### src/rtl/video_capture.sv
`default_nettype none
// ============================================================================
// Module   : video_capture
// Purpose  : Oric RGB/SYNC front-end: sync separation, 6 MHz pixel recovery,
//            pixel-pair packing and frame-buffer write requests.
// Options  : TEST_PATTERN_EN - TPAT=1 substitutes 8 colour bars for RGB.
// Revision : 1.0 - initial release
// ============================================================================
module video_capture #(
    parameter int H_START   = 7,
    parameter int H_PIXELS  = 240,
    parameter int V_START   = 40,
    parameter int V_LINES   = 224,
    parameter int VSYNC_MIN = 864
) (
    input  logic        CLK,
    input  logic        NRST,
    input  logic        RED,
    input  logic        GREEN,
    input  logic        BLUE,
    input  logic        SYNC,
    input  logic        TPAT,
    output logic        WR_REQ,
    output logic [14:0] WR_ADDR,
    output logic [7:0]  WR_DATA,
    input  logic        WR_ACK,
    output logic        FIELD_START,
    output logic        LOCKED,
    output logic        OVERRUN
);

    localparam logic [1:0]  c_ST_IDLE   = 2'd0;
    localparam logic [1:0]  c_ST_DELAY  = 2'd1;
    localparam logic [1:0]  c_ST_SAMPLE = 2'd2;

    // DELAY burns H_START-3 clocks; the rise-detect and the SAMPLE entry cycle
    // account for the rest, so H_START must be at least 3.
    localparam logic [7:0]  c_DLY_INIT  = 8'(H_START - 3);
    localparam logic [8:0]  c_LAST_PIX  = 9'(H_PIXELS - 1);
    localparam logic [14:0] c_HALF_LINE = 15'(H_PIXELS / 2);
    localparam logic [8:0]  c_V_START   = 9'(V_START);
    localparam logic [9:0]  c_V_END     = 10'(V_START + V_LINES);
    localparam logic [11:0] c_VSYNC_MIN = 12'(VSYNC_MIN);

    logic [1:0]  r_red_sync;
    logic [1:0]  r_green_sync;
    logic [1:0]  r_blue_sync;
    logic [1:0]  r_sync_sync;
    logic [1:0]  r_sync_hist;
    logic        r_fsync;
    logic        r_fsync_d;
    logic        w_rise;
    logic        w_fall;

    always_ff @(posedge CLK or negedge NRST) begin
        if (!NRST) begin
            r_red_sync   <= '0;
            r_green_sync <= '0;
            r_blue_sync  <= '0;
            r_sync_sync  <= 2'b11;
            r_sync_hist  <= 2'b11;
            r_fsync      <= 1'b1;
            r_fsync_d    <= 1'b1;
        end else begin
            r_red_sync   <= {r_red_sync[0], RED};
            r_green_sync <= {r_green_sync[0], GREEN};
            r_blue_sync  <= {r_blue_sync[0], BLUE};
            r_sync_sync  <= {r_sync_sync[0], SYNC};
            r_sync_hist  <= {r_sync_hist[0], r_sync_sync[1]};
            // Three agreeing samples are needed before fsync follows the pin
            if ((r_sync_sync[1] == r_sync_hist[0]) && (r_sync_sync[1] == r_sync_hist[1]))
                r_fsync <= r_sync_sync[1];
            r_fsync_d    <= r_fsync;
        end
    end

    assign w_rise = r_fsync & ~r_fsync_d;
    assign w_fall = ~r_fsync & r_fsync_d;

    logic [11:0] r_low_cnt;
    logic [8:0]  r_line_cnt;
    logic [14:0] r_line_base;
    logic        r_base_pend;
    logic        r_locked;
    logic        r_field_start;
    logic        w_is_vsync;
    logic [8:0]  w_line_next;
    logic        w_locked_next;
    logic [14:0] w_base_next;
    logic        w_line_active;

    assign w_is_vsync = (r_low_cnt >= c_VSYNC_MIN);

    always_comb begin
        w_line_next   = r_line_cnt;
        w_locked_next = r_locked;
        w_base_next   = r_line_base;
        if (w_is_vsync) begin
            w_line_next   = '0;
            w_locked_next = 1'b1;
            w_base_next   = '0;
        end else begin
            if (r_line_cnt != 9'd511)
                w_line_next = r_line_cnt + 9'd1;
            if (w_line_next == 9'd511)
                w_locked_next = 1'b0;
            // The previous captured line always consumes a full line of
            // addresses, even if it was cut short.
            if (r_base_pend)
                w_base_next = r_line_base + c_HALF_LINE;
        end
        w_line_active = w_locked_next && (w_line_next >= c_V_START) &&
                        ({1'b0, w_line_next} < c_V_END);
    end

    always_ff @(posedge CLK or negedge NRST) begin
        if (!NRST) begin
            r_low_cnt     <= '0;
            r_line_cnt    <= '0;
            r_line_base   <= '0;
            r_base_pend   <= 1'b0;
            r_locked      <= 1'b0;
            r_field_start <= 1'b0;
        end else begin
            r_field_start <= w_rise & w_is_vsync;
            if (w_rise) begin
                r_low_cnt   <= '0;
                r_line_cnt  <= w_line_next;
                r_line_base <= w_base_next;
                r_base_pend <= w_line_active;
                r_locked    <= w_locked_next;
            end else if (!r_fsync && (r_low_cnt != 12'hFFF)) begin
                r_low_cnt <= r_low_cnt + 12'd1;
            end
        end
    end

    logic [1:0]  r_state;
    logic [1:0]  w_state_next;
    logic [7:0]  r_cnt;
    logic [7:0]  w_cnt_next;
    logic [8:0]  r_pix;
    logic [8:0]  w_pix_next;
    logic        w_sample;

    always_ff @(posedge CLK or negedge NRST) begin
        if (!NRST) begin
            r_state <= c_ST_IDLE;
            r_cnt   <= '0;
            r_pix   <= '0;
        end else begin
            r_state <= w_state_next;
            r_cnt   <= w_cnt_next;
            r_pix   <= w_pix_next;
        end
    end

    always_comb begin
        w_state_next = r_state;
        w_cnt_next   = r_cnt;
        w_pix_next   = r_pix;
        w_sample     = 1'b0;
        case (r_state)
            c_ST_IDLE: begin
                if (w_rise && w_line_active) begin
                    w_state_next = c_ST_DELAY;
                    w_cnt_next   = c_DLY_INIT;
                    w_pix_next   = '0;
                end
            end
            c_ST_DELAY: begin
                if (w_fall) begin
                    w_state_next = c_ST_IDLE;
                end else if (r_cnt == 8'd0) begin
                    w_state_next = c_ST_SAMPLE;
                end else begin
                    w_cnt_next = r_cnt - 8'd1;
                end
            end
            c_ST_SAMPLE: begin
                if (w_fall) begin
                    w_state_next = c_ST_IDLE;
                end else if (r_cnt == 8'd0) begin
                    w_sample = 1'b1;
                    if (r_pix == c_LAST_PIX) begin
                        w_state_next = c_ST_IDLE;
                    end else begin
                        w_pix_next = r_pix + 9'd1;
                        // 4 then 5 clocks: 9 clocks per pair at 27 MHz = 6 MHz
                        w_cnt_next = r_pix[0] ? 8'd4 : 8'd3;
                    end
                end else begin
                    w_cnt_next = r_cnt - 8'd1;
                end
            end
            default: w_state_next = c_ST_IDLE;
        endcase
    end

    logic [14:0] r_line_addr;
    logic [2:0]  r_even_rgb;
    logic [2:0]  w_cam_rgb;
    logic [2:0]  w_pix_rgb;
    logic        w_push;
    logic [14:0] w_push_addr;
    logic [7:0]  w_push_data;

    assign w_cam_rgb = {r_red_sync[1], r_green_sync[1], r_blue_sync[1]};

`ifdef TEST_PATTERN_EN
    assign w_pix_rgb = TPAT ? r_pix[7:5] : w_cam_rgb;
`else
    logic w_unused_tpat;
    assign w_unused_tpat = TPAT;
    assign w_pix_rgb     = w_cam_rgb;
`endif

    assign w_push      = w_sample & r_pix[0];
    assign w_push_addr = r_line_addr + {7'd0, r_pix[8:1]};
    assign w_push_data = {1'b0, r_even_rgb, 1'b0, w_pix_rgb};

    always_ff @(posedge CLK or negedge NRST) begin
        if (!NRST) begin
            r_line_addr <= '0;
            r_even_rgb  <= '0;
        end else begin
            if (w_rise && w_line_active && (r_state == c_ST_IDLE))
                r_line_addr <= w_base_next;
            if (w_sample && !r_pix[0])
                r_even_rgb <= w_pix_rgb;
        end
    end

    logic [14:0] r_fifo_addr [2];
    logic [7:0]  r_fifo_data [2];
    logic        r_wr_ptr;
    logic        r_rd_ptr;
    logic [1:0]  r_count;
    logic        r_overrun;
    logic        w_pop;
    logic        w_full;
    logic        w_push_ok;

    assign WR_REQ    = (r_count != 2'd0);
    assign w_pop     = WR_REQ & WR_ACK;
    assign w_full    = (r_count == 2'd2);
    assign w_push_ok = w_push & (~w_full | w_pop);

    always_ff @(posedge CLK or negedge NRST) begin
        if (!NRST) begin
            for (int i = 0; i < 2; i++) begin
                r_fifo_addr[i] <= '0;
                r_fifo_data[i] <= '0;
            end
            r_wr_ptr  <= 1'b0;
            r_rd_ptr  <= 1'b0;
            r_count   <= '0;
            r_overrun <= 1'b0;
        end else begin
            if (w_push_ok) begin
                r_fifo_addr[r_wr_ptr] <= w_push_addr;
                r_fifo_data[r_wr_ptr] <= w_push_data;
                r_wr_ptr              <= ~r_wr_ptr;
            end
            if (w_pop)
                r_rd_ptr <= ~r_rd_ptr;
            case ({w_push_ok, w_pop})
                2'b10:   r_count <= r_count + 2'd1;
                2'b01:   r_count <= r_count - 2'd1;
                default: r_count <= r_count;
            endcase
            if (w_push && w_full && !w_pop)
                r_overrun <= 1'b1;
        end
    end

    assign WR_ADDR     = WR_REQ ? r_fifo_addr[r_rd_ptr] : 15'd0;
    assign WR_DATA     = WR_REQ ? r_fifo_data[r_rd_ptr] : 8'd0;
    assign FIELD_START = r_field_start;
    assign LOCKED      = r_locked;
    assign OVERRUN     = r_overrun;

endmodule
`default_nettype wire
### config.mk
export PLATFORM = sky130hd
export DESIGN_NAME = video_capture
export DESIGN_NICKNAME = d
export VERILOG_FILES = /design/src/rtl/video_capture.sv
export SDC_FILE = /design/constraint.sdc
export NUM_CORES = 1
export LEC_CHECK = 0
export ABC_AREA = 1
export CAP_MARGIN = 10
export CORE_AREA = 4 4 138 140
export DETAILED_ROUTE_END_ITERATION = 7
export DIE_AREA = 0 0 142 144
export SETUP_SLACK_MARGIN = 0.05
export SLEW_MARGIN = 0
export SYNTH_ARGS = -nofsm -noshare
export SYNTH_HDL_FRONTEND = slang
export SYNTH_SLANG_ARGS = --single-unit
### constraint.sdc
create_clock -name CLK -period 3.9 [get_ports CLK]
set_input_delay 0.585 -clock CLK [delete_from_list [all_inputs] [get_ports CLK]]
set_output_delay 0.585 -clock CLK [all_outputs]
set_load 0.05 [all_outputs]
* After elaboration in Yosys (flattened, before gate mapping)
Cells that the tools add are included.
** Operators by class
- Muxes and demuxes :: 47
- Magnitude comparators :: 6
- Reductions and logical operators :: 23
- Bitwise gates (word level) :: 14
- Equality and inequality tests :: 21
- Add/sub/neg operators :: 8
** Operators by type and width (number)
- 15-bit two-way mux :: 7
- 8-bit two-way mux :: 11
- 9-bit two-way mux :: 7
- 30-bit bitwise mux :: 1
- 12-bit two-way mux :: 2
- 8-bit case mux with 3 select lines :: 1
- 9-bit by 1-bit adder with 9-bit output, second input constant :: 2
- 9-bit case mux with 2 select lines :: 1
- 16-bit bitwise mux :: 1
- 15-bit by 7-bit adder with 15-bit output, second input constant :: 1
- 15-bit by 8-bit adder with 15-bit output :: 1
- 15-bit demux with 1-bit select :: 1
- 12-bit by 1-bit adder with 12-bit output, second input constant :: 1
- 12-bit by 10-bit greater-or-equal comparator with 1-bit output, second input constant :: 1
- 2-bit two-way mux :: 6
- 12-bit inequality test, second input constant :: 1
- 2-bit inequality test, second input constant :: 6
- 3-bit inequality test, second input constant :: 4
- 1-bit logical AND :: 10
- 9-bit by 8-bit equality test with 1-bit output, second input constant :: 1
- 9-bit equality test, second input constant :: 1
- 9-bit by 6-bit greater-or-equal comparator with 1-bit output, second input constant :: 1
- 9-bit < comparator, second input constant :: 1
- 9-bit inequality test, second input constant :: 1
- other kinds (25) :: 49
** Storage, ports and cells
- Output and inout bits :: 27
- Word-level logic and storage cells :: 145
- Bits in registers :: 139
- Bits of input ports :: 8

* Longest topological paths before layout
Gate-level depths: netlist (run 1).
- Depth after elaboration :: 11
- Mapped depth :: 17
- Mapped depth without buffers :: 16

* Least setup slack after synthesis (run 1)
Ideal clock, no wire load.
- Path kind :: register -> register
- Start :: register r_pix[1]
- End :: register r_fifo_addr[12] (netlist name)
- Path buffers :: 0
- Data arrival time :: 2.240 ns
- Stages on the path, launching flop included :: 13
- Data required time :: 3.771 ns
- Setup time :: 0.129 ns
- Clock period less this slack :: 2.369 ns
- Path slack :: 1.531 ns
- Cells stage by stage :: dfrtp_1 -> ha_1 -> inv_1 -> fa_1 -> inv_1 -> a21oi_1 -> o21ai_0 -> inv_1 -> o21ai_0 -> nand2_1 -> nor3_1 -> xor2_1 -> o21ai_0
** Between the ends
- Word-level cells in the longest chain between the ends :: 2
** Ends and longest elaborated chain
- from (decl) :: line 142 : logic [8:0] r_pix;
- from (signal assigned) :: line 154 : r_pix <= w_pix_next;
- 15-bit by 8-bit adder with 15-bit output :: line 219 : assign w_push_addr = r_line_addr + {7'd0, r_pix[8:1]};
- 30-bit bitwise mux :: line 261 : r_fifo_addr[r_wr_ptr] <= w_push_addr;
- to (signal, indexed assignment) :: line 261
- to (decl) :: line 234 : logic [14:0] r_fifo_addr [2];
Every way passes these cells.
A chain may end at the register's enable or synchronous reset.

* Worst setup path after layout (run 1)
- Start :: register r_rd_ptr
- End :: output port WR_ADDR[12]
** Between the ends
- Word-level cells in the longest chain between the ends :: 5
** Ends and longest elaborated chain
- from (decl) :: line 237 : logic r_rd_ptr;
- from (signal assigned) :: line 266 : r_rd_ptr <= ~r_rd_ptr;
- 1-bit NOT with 2-bit output (implied by the code) :: line 277 : assign WR_ADDR = WR_REQ ? r_fifo_addr[r_rd_ptr] : 15'd0;
- 15-bit two-way mux (implied by the code) (3 in a row) :: line 277
- 15-bit two-way mux :: line 277
- to (decl) :: line 24 : output logic [14:0] WR_ADDR,
Every way passes these cells. The select of a mux whose other input is x is not followed.

==> impl_metrics.tcl, run 1 <==
set metrics [dict create \
    drv_cap 0 \
    hold_buffers 0 \
    synthArstFlopShare_pct 100 \
    wl_um 14700 \
    setup_viol 0 \
    synth_top_area_share_pct 45.7 \
    rows 49 \
    drc 0 \
    hold_viol 0 \
    clock_latency_ps 420 \
    clock-sinks 135 \
    seqPwrFrac_pct 37.7 \
    dp_hpwl_um 10000 \
    numCtsBuffers 17 \
    syn_inst 886 \
    cts_tree "yes" \
    setup_tns_ps 0 \
    min_period_ps 3260 \
    arrival_ps 2680 \
    status "finished, final reports clean" \
    gr-total-overflow 0 \
    synth-edff-count 0 \
    syn_area_um2 7060 \
    vias 5587 \
    fmax_mhz 306 \
    first_pass_iters 4 \
    crit_fanout 24 \
    clock_skew_ps 6.42 \
    path_clk_slew_ps 60 \
    synth_top_family_by_area "simple AND/OR/NAND/NOR gates" \
    die_area_um2 20400 \
    final_nets 945 \
    grt_max_degree 73 \
    die_h_um 144 \
    clockBufferDepth 2 \
    p_switching_mw 1.42 \
    start_util_pct 39.6 \
    grt_pass1_wl_um 25500 \
    die_w_um 142 \
    place_congestion 0.839 \
    wire_per_inst_um 12.6 \
    synth_simple_gate_area_share_pct 23.7 \
    yosysSeqAreaShare_pct 48.0 \
    netlist.top_cell.by_area "dfrtp_1" \
    muxShareOfSynthArea_pct 0 \
    synth.ff_latch_count 135 \
    rsz0062_at_grt "false" \
    hold_path_class "in2async" \
    antenna_found_initial 0 \
    period_share_pct 83.7 \
    p_comb_share_pct 23.5 \
    reg2reg_depth 13 \
    slew_headroom_pct 49.5 \
    io_buffers 31 \
    n_antenna_cell 0 \
    final_cell_mix "254 x nand2_1, 129 x dfrtp_1, 102 x inv_1" \
    pin_count 35 \
    tightest_slew_ps 756 \
    regToRegEndpoint "r_line_addr[11]" \
    cts_resized 0 \
    rrSetupSlack_ps 1090 \
    layout-drive-gt1-share_pct 7.42 \
    fp.coreArea_um2 17800 \
    cts_setup_buffers 0 \
    synth_compound_area_share_pct 12.9 \
    hold_ws_ps 167 \
    area_growth_pct 15.5 \
    ant_nets 0 \
    p_int_mw 2.68 \
    finalMaxSlewViolations 0 \
    yosys_warnings 0 \
    grtUsageTotal_pct 15.2 \
    criticalPathCategory "reg2out" \
    via_per_inst 4.82 \
    synth_area_leaders "dfrtp_1 46%, nand2_1 14%, o21ai_0 6.1%" \
    p_sw_share_pct 34.6 \
    powerDensity_nw_per_um2 502 \
    synth-main-ff-cell "dfrtp_1" \
    htree_levels 4 \
    timing.rr.start "r_line_cnt[1]" \
    startpoint_type "flop" \
    synth-xor-area-share_pct 4.22 \
    drtIter0Drc 342 \
    endpoint_kind "output port" \
    final_common_cell "nand2_1" \
    ir_worst_vdd_mv 0.404 \
    p_clk_share_pct 38.7 \
    power_leakage_nw 3.84 \
    synth_cell_types 44 \
    cts_root_buffer "clkbuf_16" \
    grt_pass1_vias 5290 \
    synth_adder_area_share_pct 3.65 \
    required_ps 3310 \
    syn_area_per_cell_um2 7.97 \
]
## layer usage
layer  vias to the layer above  share of wire, %  wire length [um]  global-route usage (%)
met3                        16               3.8               561                    3.27
met1                      2567                51              7420                    21.1
met4                         0               1.2               177                    5.05
met2                        85                44              6490                    23.9
li1                       2919                 -                 -                       -
met5                         -                 0                 0                       0
## power by group through the flow
stage | Sequential, mW | Combinational [mW] | Clock, mW
after detailed placement | 1.57 | 0.973 | 0
after global routing | 1.56 | 1.05 | 1.69
after floorplan | 1.56 | 0.667 | 0
after global placement | 1.57 | 0.965 | 0
after CTS | 1.55 | 0.976 | 1.62
final | 1.54 | 0.964 | 1.59
## synthesized netlist by cell type, types with 8 or more instances
library cell,number
nand2_1,254
dfrtp_1,129
inv_1,102
o21ai_0,86
nor2_1,55
a21oi_1,43
nand3_1,41
xor2_1,25
ha_1,19
o21ai_1,17
nor3_1,16
clkbuf_1,12
nand4_1,9
xnor2_1,9
buf_2,8
## stage by stage
| stage | area, um2 | setup slack, ps | total power, mW | std cells | util [%] |
|---|---|---|---|---|---|
| 2_1_floorplan | 7060 | 1530 | 2.23 | 887 | - |
| 3_3_place_gp | 7570 | 1080 | 2.53 | 1127 | 42.4 |
| 3_5_place_dp | 7570 | 1060 | 2.54 | 1127 | 42.4 |
| 4_1_cts | 8150 | 595 | 4.14 | 1159 | 45.7 |
| 5_1_grt | 8150 | 418 | 4.30 | 1159 | 45.7 |
| 6_report | 8150 | 637 | 4.10 | 1159 | 45.7 |
## kinds of logic (layout without fill, tap and decap cells)
kind of cell / Yosys count / in the layout
buffers and inverters: 130 / 173
AND/OR/NAND/NOR: 397 / 397
other: 1 / 2
XOR/XNOR: 34 / 34
AO/OA/AOI/OAI: 169 / 169
adder cells (fa/ha/maj): 20 / 20
flip-flops: 135 / 135
## final cells by class
| cell class | count | area [um2] |
|---|---|---|
| fillers | 1793 | 9690 |
| flip-flops and latches | 135 | 3390 |
| multi-input cells | 622 | 3140 |
| clock buffers | 17 | 425 |
| inverters | 102 | 383 |
| repair buffers | 39 | 372 |
| well taps | 229 | 287 |
| clock inverters | 15 | 158 |
## registers in the layout, summed over array words and instances, names as in the netlist, 3 cells and up
register     count
r_line_base     15
r_fifo_data     12
r_low_cnt       12
r_pix            9
r_fifo_addr     30
r_cnt            8
r_line_cnt       9
r_line_addr     15
r_even_rgb       3
## critical path, stage by stage (launching register included)
cell             delay (ps)
dfrtp_1                 360
buf_4                   220
inv_1                   540
nand2_1                 110
a21oi_1                 190
clkdlybuf4s50_1         830
## how the worst max path moves through the flow
stage	cells past startpoint	slack (ps)	endpoint	start
global placement	5	1080	WR_ADDR[3]	r_rd_ptr
floorplan	12	1530	r_fifo_addr[12]	r_pix[1]
CTS	5	600	WR_ADDR[0]	r_rd_ptr
finish	5	640	WR_ADDR[12]	r_rd_ptr
global route	5	420	WR_ADDR[14]	r_rd_ptr
detailed placement	5	1060	WR_ADDR[0]	r_rd_ptr
Note: power is estimated with default switching activity, not from simulation.
==> run 2: changes to the inputs <==
==> constraint.sdc (replaced) <==
create_clock -name CLK -period 2.9 [get_ports CLK]
set_input_delay 0.435 -clock CLK [delete_from_list [all_inputs] [get_ports CLK]]
set_output_delay 0.435 -clock CLK [all_outputs]
set_load 0.05 [all_outputs]
==> impl_metrics.tcl, run 2 (same netlist as run 1, synthesis figures left out) <==
set metrics [dict create \
    n_antenna_cell 0 \
    htree_levels 4 \
    gr-total-overflow 0 \
    power_mw 5.37 \
    slowest_delay_ps 430 \
    layout_setup_ws_ps 309 \
    wire_per_inst_um 12.6 \
    antenna_found_initial 0 \
    final_nets 950 \
    layout-drive-gt1-share_pct 10.4 \
    drc 0 \
    final_cell_mix "254 x nand2_1, 129 x dfrtp_1, 102 x inv_1" \
    startpoint_type "flop" \
    dp_slack_ps 98.1 \
    pin_count 35 \
    cts_tree "yes" \
    powerDensity_nw_per_um2 660 \
    placed_area_um2 7550 \
    ir_worst_vdd_mv 0.585 \
    reg_top3 "r_fifo_addr (30), r_line_addr (15), r_line_base (15)" \
    rsz0062_at_grt "false" \
    min_period_ps 2590 \
    clock-sinks 135 \
    area_growth_pct 15.2 \
    cp_num_buf_inv 3 \
    wl_um 14700 \
    power_leakage_nw 3.90 \
    first_pass_iters 4 \
    cts_setup_buffers 0 \
    criticalPathCategory "reg2reg" \
    crit_fanout 5 \
    path_clk_slew_ps 60 \
    drtIter0Drc 374 \
    hold_path_class "in2async" \
    numCtsBuffers 17 \
    cts_root_buffer "clkbuf_16" \
    period_share_pct 89.4 \
    clock_skew_ps 14.3 \
    grtUsageTotal_pct 15.3 \
    grt_pass1_vias 5426 \
    critPathSlowestCell "dfrtp_1" \
    required_ps 3170 \
    die_h_um 144 \
    rows 49 \
    grt_pass1_wl_um 25400 \
    via_per_inst 4.90 \
    grt_max_degree 80 \
    setup_tns_ps 0 \
    arrival_ps 2870 \
    vias 5704 \
    largest_reg_flops 30 \
    io_buffers 31 \
    cts_resized 0 \
    start_util_pct 39.6 \
    finish.instance_area_um2 8140 \
    status "finished, final reports clean" \
    finalMaxSlewViolations 0 \
    regMostFlops "r_fifo_addr" \
    clock_latency_ps 420 \
    drv_cap 0 \
    die_w_um 142 \
    hold_buffers 0 \
    slew_headroom_pct 51.3 \
    tightest_slew_ps 731 \
    hold_viol 0 \
    setup_viol 0 \
    ant_nets 0 \
    die_area_um2 20400 \
    endpoint_kind "flop" \
    final_common_cell "nand2_1" \
    cp_top_family "compound AO/OA/AOI/OAI gates" \
    crit_chain "ha_1 > inv_1 > fa_1 > inv_1 > a21oi_1 > o21ai_0 > inv_1 > o21ai_0 > nand2_1 > nor3_1 > xor2_1 > o21ai_0" \
    dp_hpwl_um 10100 \
    fp.coreArea_um2 17800 \
    fmax_mhz 386 \
    clockBufferDepth 2 \
    place_congestion 0.802 \
]
-- run 2: routing by layer --
metal / global-route usage (%) / up-vias / wire [um]
met5: 0 / - / 0
li1: - / 2945 / -
met3: 3.57 / 20 / 518
met4: 5.10 / 0 / 245
met1: 20.5 / 2649 / 7350
met2: 24.6 / 90 / 6610
-- run 2: worst paths after layout --
check	startpoint	endpoint	slack (ps)	cells after the start
setup reg to reg	r_pix[1]	r_fifo_addr[12]	310	12
hold / removal	NRST	r_fifo_addr[26]	60	1
hold reg to reg	r_blue_sync[0]	r_blue_sync[1]	350	0
setup / recovery	r_pix[1]	r_fifo_addr[12]	310	12
max in group asynchronous	NRST	r_fsync	2080	2
min in group CLK	r_blue_sync[0]	r_blue_sync[1]	350	0
-- run 2: final cells by class --
cell class                 count  area (um2)
tap                          229         287
clock buffer                  17         425
fill                        1772        9700
timing repair buffer          44         354
sequential                   135        3390
multi-input combinational    622        3170
inverter                     102         383
clock inverter                15         130
-- run 2: where the power goes --
part / switching [mW] / internal [mW] / leakage, nW / total, mW
logic: 0.904 / 0.359 / 1.85 / 1.26
registers: 0.0868 / 1.99 / 1.79 / 2.08
clock network: 0.901 / 1.12 / 0.265 / 2.03
total: 1.89 / 3.48 / 3.90 / 5.37
-- run 2: through the flow --
step,util (%),instances,hold WS [ps]
2_1_floorplan,-,887,139
3_3_place_gp,42.3,1132,333
3_5_place_dp,42.3,1132,339
4_1_cts,45.4,1164,79.7
5_1_grt,45.6,1164,115
6_report,45.6,1164,57.5
